==> src/rtl/mem_access_stage_pkg.sv <==
// ============================================================================
// Module      : mem_access_stage_pkg
// Description : Shared widths, beat count and FSM state type for the memory stage.
// Revision    : 1.0 - initial release
// ============================================================================
`default_nettype none

package mem_access_stage_pkg;

    localparam int DEF_DATA_W = 192;
    localparam int DEF_BUS_W  = 64;
    localparam int DEF_ADDR_W = 32;
    localparam int DEF_RD_W   = 4;
    localparam int BEATS_MAX  = DEF_DATA_W / DEF_BUS_W;

    typedef enum logic [0:0] {
        IDLE   = 1'b0,
        ACCESS = 1'b1
    } state_t;

    // Counter width that stays at least one bit when only one beat exists.
    function automatic int cnt_width(input int beats);
        return (beats > 1) ? $clog2(beats) : 1;
    endfunction

endpackage

`default_nettype wire

==> src/rtl/mem_access_stage_if.sv <==
// ============================================================================
// Module      : mem_access_stage_if
// Description : Narrow valid/ready data-memory bus between the stage and memory.
// Revision    : 1.0 - initial release
// ============================================================================
`default_nettype none

interface mem_access_stage_if
    import mem_access_stage_pkg::*;
#(
    parameter int ADDR_W = DEF_ADDR_W,
    parameter int BUS_W  = DEF_BUS_W
);

    logic              mem_req;
    logic              mem_we;
    logic [ADDR_W-1:0] mem_addr;
    logic [BUS_W-1:0]  mem_wdata;
    logic              mem_ready;
    logic [BUS_W-1:0]  mem_rdata;

    modport master (
        output mem_req,
        output mem_we,
        output mem_addr,
        output mem_wdata,
        input  mem_ready,
        input  mem_rdata
    );

    modport slave (
        input  mem_req,
        input  mem_we,
        input  mem_addr,
        input  mem_wdata,
        output mem_ready,
        output mem_rdata
    );

endinterface

`default_nettype wire

==> src/rtl/mem_access_stage.sv <==
// ============================================================================
// Module      : mem_access_stage
// Description : Scalar/vector load-store stage with beat sequencing and stall.
// Revision    : 1.0 - initial release
// ============================================================================
`default_nettype none

module mem_access_stage
    import mem_access_stage_pkg::*;
#(
    parameter int DATA_W = DEF_DATA_W,
    parameter int BUS_W  = DEF_BUS_W,
    parameter int ADDR_W = DEF_ADDR_W,
    parameter int RD_W   = DEF_RD_W
) (
    input  logic              clk,
    input  logic              rst,
    input  logic              MemToReg_in,
    input  logic              MemWrite_in,
    input  logic              VectorOp_in,
    input  logic              RegSWrite_in,
    input  logic              RegVWrite_in,
    input  logic [DATA_W-1:0] alu_in,
    input  logic [DATA_W-1:0] mux1_in,
    input  logic [RD_W-1:0]   RD_in,
    output logic              stall_out,
    mem_access_stage_if.master mem_bus,
    output logic              MemToReg_out,
    output logic              RegSWrite_out,
    output logic              RegVWrite_out,
    output logic [DATA_W-1:0] alu_out,
    output logic [DATA_W-1:0] rdata_out,
    output logic [RD_W-1:0]   RD_out
);

    localparam int                NBEATS     = DATA_W / BUS_W;
    localparam int                CNT_W      = cnt_width(NBEATS);
    localparam logic [CNT_W-1:0]  LAST_VEC   = CNT_W'(NBEATS - 1);
    localparam logic [ADDR_W-1:0] BEAT_BYTES = ADDR_W'(BUS_W / 8);

    state_t            state_q;
    logic [CNT_W-1:0]  cnt_q;
    logic              op_mtr_q, op_mw_q, op_vec_q, op_rsw_q, op_rvw_q;
    logic [DATA_W-1:0] op_alu_q, op_sdata_q, buf_q;
    logic [RD_W-1:0]   op_rd_q;

    logic              mtr_out_q, rsw_out_q, rvw_out_q;
    logic [DATA_W-1:0] alu_out_q, rdata_out_q;
    logic [RD_W-1:0]   rd_out_q;

    logic              w_is_mem;
    logic [CNT_W-1:0]  w_last_cnt;
    logic              w_last_beat;
    logic [DATA_W-1:0] w_merged;

    assign w_is_mem    = MemToReg_in | MemWrite_in;
    assign w_last_cnt  = op_vec_q ? LAST_VEC : '0;
    assign w_last_beat = (state_q == ACCESS) && (cnt_q == w_last_cnt) && mem_bus.mem_ready;
    assign stall_out   = ((state_q == IDLE) && w_is_mem) || ((state_q == ACCESS) && !w_last_beat);

    assign mem_bus.mem_req   = (state_q == ACCESS);
    assign mem_bus.mem_we    = (state_q == ACCESS) && op_mw_q;
    assign mem_bus.mem_addr  = op_alu_q[ADDR_W-1:0] + ADDR_W'(cnt_q) * BEAT_BYTES;
    assign mem_bus.mem_wdata = op_sdata_q[cnt_q*BUS_W +: BUS_W];

    // Final beat is folded in here so writeback happens on the completing edge.
    always_comb begin
        w_merged = buf_q;
        w_merged[cnt_q*BUS_W +: BUS_W] = mem_bus.mem_rdata;
    end

    always_ff @(posedge clk) begin
        if (rst) begin
            state_q     <= IDLE;
            cnt_q       <= '0;
            op_mtr_q    <= 1'b0;
            op_mw_q     <= 1'b0;
            op_vec_q    <= 1'b0;
            op_rsw_q    <= 1'b0;
            op_rvw_q    <= 1'b0;
            op_alu_q    <= '0;
            op_sdata_q  <= '0;
            op_rd_q     <= '0;
            buf_q       <= '0;
            mtr_out_q   <= 1'b0;
            rsw_out_q   <= 1'b0;
            rvw_out_q   <= 1'b0;
            alu_out_q   <= '0;
            rdata_out_q <= '0;
            rd_out_q    <= '0;
        end else begin
            case (state_q)
                IDLE: begin
                    if (w_is_mem) begin
                        op_mtr_q   <= MemToReg_in;
                        op_mw_q    <= MemWrite_in;
                        op_vec_q   <= VectorOp_in;
                        op_rsw_q   <= RegSWrite_in;
                        op_rvw_q   <= RegVWrite_in;
                        op_alu_q   <= alu_in;
                        op_sdata_q <= mux1_in;
                        op_rd_q    <= RD_in;
                        buf_q      <= '0;
                        cnt_q      <= '0;
                        mtr_out_q  <= 1'b0;
                        rsw_out_q  <= 1'b0;
                        rvw_out_q  <= 1'b0;
                        state_q    <= ACCESS;
                    end else begin
                        mtr_out_q   <= MemToReg_in;
                        rsw_out_q   <= RegSWrite_in;
                        rvw_out_q   <= RegVWrite_in;
                        alu_out_q   <= alu_in;
                        rdata_out_q <= '0;
                        rd_out_q    <= RD_in;
                    end
                end
                ACCESS: begin
                    if (mem_bus.mem_ready) begin
                        if (!op_mw_q) begin
                            buf_q[cnt_q*BUS_W +: BUS_W] <= mem_bus.mem_rdata;
                        end
                        if (w_last_beat) begin
                            mtr_out_q   <= op_mtr_q;
                            rsw_out_q   <= op_rsw_q;
                            rvw_out_q   <= op_rvw_q;
                            alu_out_q   <= op_alu_q;
                            rdata_out_q <= op_mw_q ? '0 : w_merged;
                            rd_out_q    <= op_rd_q;
                            cnt_q       <= '0;
                            state_q     <= IDLE;
                        end else begin
                            cnt_q <= cnt_q + CNT_W'(1);
                        end
                    end
                end
                default: state_q <= IDLE;
            endcase
        end
    end

    assign MemToReg_out  = mtr_out_q;
    assign RegSWrite_out = rsw_out_q;
    assign RegVWrite_out = rvw_out_q;
    assign alu_out       = alu_out_q;
    assign rdata_out     = rdata_out_q;
    assign RD_out        = rd_out_q;

endmodule

`default_nettype wire

==> src/flat_wrapper.sv <==
// flat-port wrapper written by rule: the top's interface ports become plain ports
module mem_access_stage_flat import mem_access_stage_pkg::*;
#(
    parameter int DATA_W = DEF_DATA_W,
    parameter int BUS_W  = DEF_BUS_W,
    parameter int ADDR_W = DEF_ADDR_W,
    parameter int RD_W   = DEF_RD_W
)
  (clk, rst, MemToReg_in, MemWrite_in, VectorOp_in, RegSWrite_in, RegVWrite_in, alu_in, mux1_in, RD_in, stall_out, MemToReg_out, RegSWrite_out, RegVWrite_out, alu_out, rdata_out, RD_out, mem_bus_mem_req, mem_bus_mem_we, mem_bus_mem_addr, mem_bus_mem_wdata, mem_bus_mem_ready, mem_bus_mem_rdata);
  mem_access_stage_if #(.ADDR_W(ADDR_W), .BUS_W(BUS_W)) mem_bus_i ();
  input  logic clk;
  input  logic rst;
  input  logic MemToReg_in;
  input  logic MemWrite_in;
  input  logic VectorOp_in;
  input  logic RegSWrite_in;
  input  logic RegVWrite_in;
  input  logic [DATA_W-1:0] alu_in;
  input  logic [DATA_W-1:0] mux1_in;
  input  logic [RD_W-1:0] RD_in;
  output logic stall_out;
  output logic MemToReg_out;
  output logic RegSWrite_out;
  output logic RegVWrite_out;
  output logic [DATA_W-1:0] alu_out;
  output logic [DATA_W-1:0] rdata_out;
  output logic [RD_W-1:0] RD_out;
  output wire logic [$bits(mem_bus_i.mem_req)-1:0] mem_bus_mem_req;
  output wire logic [$bits(mem_bus_i.mem_we)-1:0] mem_bus_mem_we;
  output wire logic [$bits(mem_bus_i.mem_addr)-1:0] mem_bus_mem_addr;
  output wire logic [$bits(mem_bus_i.mem_wdata)-1:0] mem_bus_mem_wdata;
  input wire logic [$bits(mem_bus_i.mem_ready)-1:0] mem_bus_mem_ready;
  input wire logic [$bits(mem_bus_i.mem_rdata)-1:0] mem_bus_mem_rdata;
  assign mem_bus_mem_req = mem_bus_i.mem_req;
  assign mem_bus_mem_we = mem_bus_i.mem_we;
  assign mem_bus_mem_addr = mem_bus_i.mem_addr;
  assign mem_bus_mem_wdata = mem_bus_i.mem_wdata;
  assign mem_bus_i.mem_ready = mem_bus_mem_ready;
  assign mem_bus_i.mem_rdata = mem_bus_mem_rdata;
  mem_access_stage #(.DATA_W(DATA_W), .BUS_W(BUS_W), .ADDR_W(ADDR_W), .RD_W(RD_W)) u_core (.clk(clk), .rst(rst), .MemToReg_in(MemToReg_in), .MemWrite_in(MemWrite_in), .VectorOp_in(VectorOp_in), .RegSWrite_in(RegSWrite_in), .RegVWrite_in(RegVWrite_in), .alu_in(alu_in), .mux1_in(mux1_in), .RD_in(RD_in), .stall_out(stall_out), .mem_bus(mem_bus_i), .MemToReg_out(MemToReg_out), .RegSWrite_out(RegSWrite_out), .RegVWrite_out(RegVWrite_out), .alu_out(alu_out), .rdata_out(rdata_out), .RD_out(RD_out));
endmodule
==> config.mk <==
export PLATFORM = sky130hd
export DESIGN_NAME = mem_access_stage_flat
export DESIGN_NICKNAME = d
export VERILOG_FILES = /design/src/rtl/mem_access_stage_pkg.sv /design/src/rtl/mem_access_stage_if.sv /design/src/rtl/mem_access_stage.sv /design/src/flat_wrapper.sv
export SDC_FILE = /design/constraint.sdc
export NUM_CORES = 2
export LEC_CHECK = 0
export CORE_AREA = 2 2 368 370
export DETAILED_ROUTE_END_ITERATION = 7
export DIE_AREA = 0 0 370 372
export GPL_TIMING_DRIVEN = 0
export SYNTH_ARGS = -nofsm -noshare
export SYNTH_HDL_FRONTEND = slang
export SYNTH_SLANG_ARGS = --single-unit
export TNS_END_PERCENT = 50
==> constraint.sdc <==
create_clock -name clk -period 2.65 [get_ports clk]
set_input_delay 0.3975 -clock clk [delete_from_list [all_inputs] [get_ports clk]]
set_output_delay 0.3975 -clock clk [all_outputs]
set_load 0.02 [all_outputs]
==> impl_metrics.yaml <==
status:
  violations: "setup timing"
  outcome: "finished with violations"
timing:
  finalHoldViolCount: 0
  fin_crit_sh_pct: 127.2
  rsz0062_at_grt: "yes"
  skew_ns: 0.02353
  finalSetupViolCount: 82
  worst_pin_slew_ns: 1.326
  slew_headroom_pct: 11.62
  timing.final.ws_setup_ns: -0.7206
  slew_viol_final: 0
  min_period_ns: 3.371
  fmax_ghz: 0.2967
  finalSetupTns_ns: -15.26
global_routing:
  grt_max_degree: 15
  grt-ovfl-total: 0
  grt_pass1_wl_um: 262500
  grt_util_all_layers_pct: 26.12
  antenna_found_initial: 51
  grt_pass1_vias: 37180
layout:
  filler_cell_count: 13280
  seq_area_mm2: 0.01962
  syn2layout_area_growth_pct: 46.66
  mostFrequentLayoutCell: "dfxtp_1"
  finish.net_count: 6005
  multi_input_area_mm2: 0.01961
  layout-drive-gt1-share_pct: 17.26
  final_cell_mix: "dfxtp_1 (965), nand2_1 (929), clkdlybuf4s50_1 (854), a21oi_1 (589), clkbuf_1 (225)"
  stdcell_area_mm2: 0.05812
power:
  ir_worst_vdd_v: 0.0005519
  power_density_mw_per_mm2: 671.2
  power.leakage_uw: 0.02142
clock_tree:
  cts_root_buf: "clkbuf_16"
  cts_hold_buf: 0
  clock-sinks: 979
  path_clk_slew_ns: 0.06
  cts_buffers: 109
  cts_buffer_depth: 3
  cts_tree: "built"
  ctsHtreeMaxLevel: 3
  clk-insertion-delay-late_ns: 0.72
worst_setup_path:
  end_kind: "output port"
  cp.arrival_ns: 2.97
  path_class: "register to output port"
  cpPeakStageDelay_ns: 0.37
  rrSetupSlack_ns: 0
  endpoint: "mem_bus_mem_addr[27]"
  cpMostUsedCell: "buf_6"
  startpoint_type: "register"
  cp-startpoint: "u_core.cnt_q[1]"
  worst-path-max-fanout: 4
  slowest_stage: "dfxtp_4"
  r2r_end: "u_core.buf_q[53]"
  reg2reg_from: "u_core.cnt_q[0]"
  crit_chain: "buf_12, clkinvlp_4, buf_6, fa_2, and3b_1, clkbuf_8, nand4_1, buf_6, nor3_4, xor2_1, buf_4"
  ff2ff_path_depth: 10
  critPathRequiredTime_ns: 2.25
detailed_routing:
  drt_pass1_iterations: 6
  wirelength_um: 191800
  vias_per_cell: 5.252
  drtIter0Drc: 3114
  postRouteAntennaNets: 0
  wl_per_cell_um: 25.81
  drc: 0
  routed-via-count: 39030
floorplanning:
  die-area_mm2: 0.1376
  ios: 950
  row_count: 135
  core_area_mm2: 0.1343
  start_util_pct: 29.51
  die_h_um: 372
  dieWidth_um: 370
synthesis:
  synth_flop_cell: "dfxtp_1"
  synth_cells: 4389
  synth_warnings: 0
  ys_ff_latch: 979
  syn_nets: 4856
  synth.distinct_cells: 47
  syn_avg_cell_area_um2: 9.029
  ys_seq_area_share_pct: 49.46
  async_reset_ff_share_pct: 0
  netlist_area_mm2: 0.03963
  synth_edf_count: 0
place:
  portBuffers: 948
  dp_hpwl_um: 145500
  placed_cell_area_mm2: 0.05136
  gp_congestion: 0.9383
flow_run:
  cap_violations: 0
worst_hold_path:
  hp-class: "input pin to register"
  min_from: "mux1_in[71]"
report_power, final:
group          total [µW]  leakage, µW  switching [µW]  internal, µW
Combinational        7440       0.0117            4440          3000
Clock               15300      0.00174            6530          8770
Sequential          16300      0.00802             650         15600
Total               39000       0.0214           11600         27400
layout make-up:
type | count | share of cell area (%)
flip-flops and latches | 979 | 33.77
plain buffers | 420 | 4.028
diodes | 32 | 0.1378
multi-input cells | 2974 | 33.73
clock buffers | 162 | 5.490
clock inverters | 30 | 0.5684
repair buffers | 1042 | 18.35
inverters | 12 | 0.08827
well taps | 1781 | 3.834
sequential cells by signal, summed over array words and instances (netlist names), 2 cells and up:
signal and cells:
u_core.alu_out 192, u_core.buf_q 192, u_core.op_alu_q 192, u_core.op_sdata_q 192, u_core.rdata_out 192, u_core.RD_out 4, u_core.op_rd_q 4, u_core.cnt_q 2
worst max-delay path, delay by kind of cell, from the launching register on:
family	cells	cell delay, ns
buf+inv	6	0.84
simple gates	3	0.45
flops	1	0.37
fa+ha+maj	1	0.35
xor+xnor	1	0.22
through the flow:
step	power (µW)	worst slack, ns	utilization [%]	hold WS [ns]	cells
4_1_cts	38910	-0.7947	41.90	0.1335	7356
6_report	39010	-0.7206	43.28	0.2150	7432
2_1_floorplan	19910	0.008353	-	0.4357	4389
5_1_grt	40280	-0.8268	43.27	0.1914	7427
3_3_place_gp	23480	-1.847	38.25	0.4408	7118
3_5_place_dp	23540	-1.898	38.25	0.4456	7118
layer usage:
| metal | routed length (µm) | GRT usage (%) | vias to the layer above |
|---|---|---|---|
| met2 | 90570 | 42.99 | 1592 |
| met4 | 10680 | 14.24 | 28 |
| met1 | 75750 | 31.28 | 19130 |
| met5 | 185 | 0 | - |
| li1 | - | - | 17850 |
| met3 | 14630 | 6.388 | 433 |
cells by family (layout without fill, tap and decap cells):
kind of cell             Yosys count  after routing  share of synthesized area [%]
buffers and inverters            436           1666                          4.704
AND/OR/NAND/NOR                 1241           1241                          12.16
XOR/XNOR                          28             28                         0.6188
adder cells (fa/ha/maj)            7              7                         0.2400
AO/OA/AOI/OAI                   1311           1311                          22.65
other                              0             32                              0
multiplexers                     387            387                          10.17
flip-flops                       979            979                          49.46
Yosys cell counts, types with 70 or more instances:
cell       number  area share, %
a211oi_1      128            2.4
a211oi_2       70            2.2
a21oi_1       590            7.5
a22oi_1       192            3.6
buf_2         127            1.6
clkbuf_1      255            2.4
dfxtp_1       979             49
mux2_2        124            3.5
mux2i_1       263            6.6
nand2_1       981            9.3
nor2_1        205            1.9
o2bb2ai_1     124            2.7
worst min path at each step:
| stage | to | slack (ns) | depth (start not counted) |
|---|---|---|---|
| after global routing | u_core.op_sdata_q[12] | 0.19 | 3 |
| after CTS | u_core.op_sdata_q[136] | 0.13 | 3 |
| after global placement | u_core.op_alu_q[119] | 0.44 | 2 |
| after floorplan | u_core.op_sdata_q[0] | 0.44 | 2 |
| after detailed placement | u_core.op_sdata_q[2] | 0.45 | 2 |
| final | u_core.op_sdata_q[71] | 0.22 | 3 |
timing repair:
| item | in CTS | in global routing |
|---|---|---|
| pin swaps | 18 | 49 |
| setup endpoints to repair | 1054 | 453 |
| resized for setup | 889 | 429 |
| cloned | 4 | 4 |
| setup buffers | 44 | 48 |
Note: power is estimated with default switching activity, not from simulation.
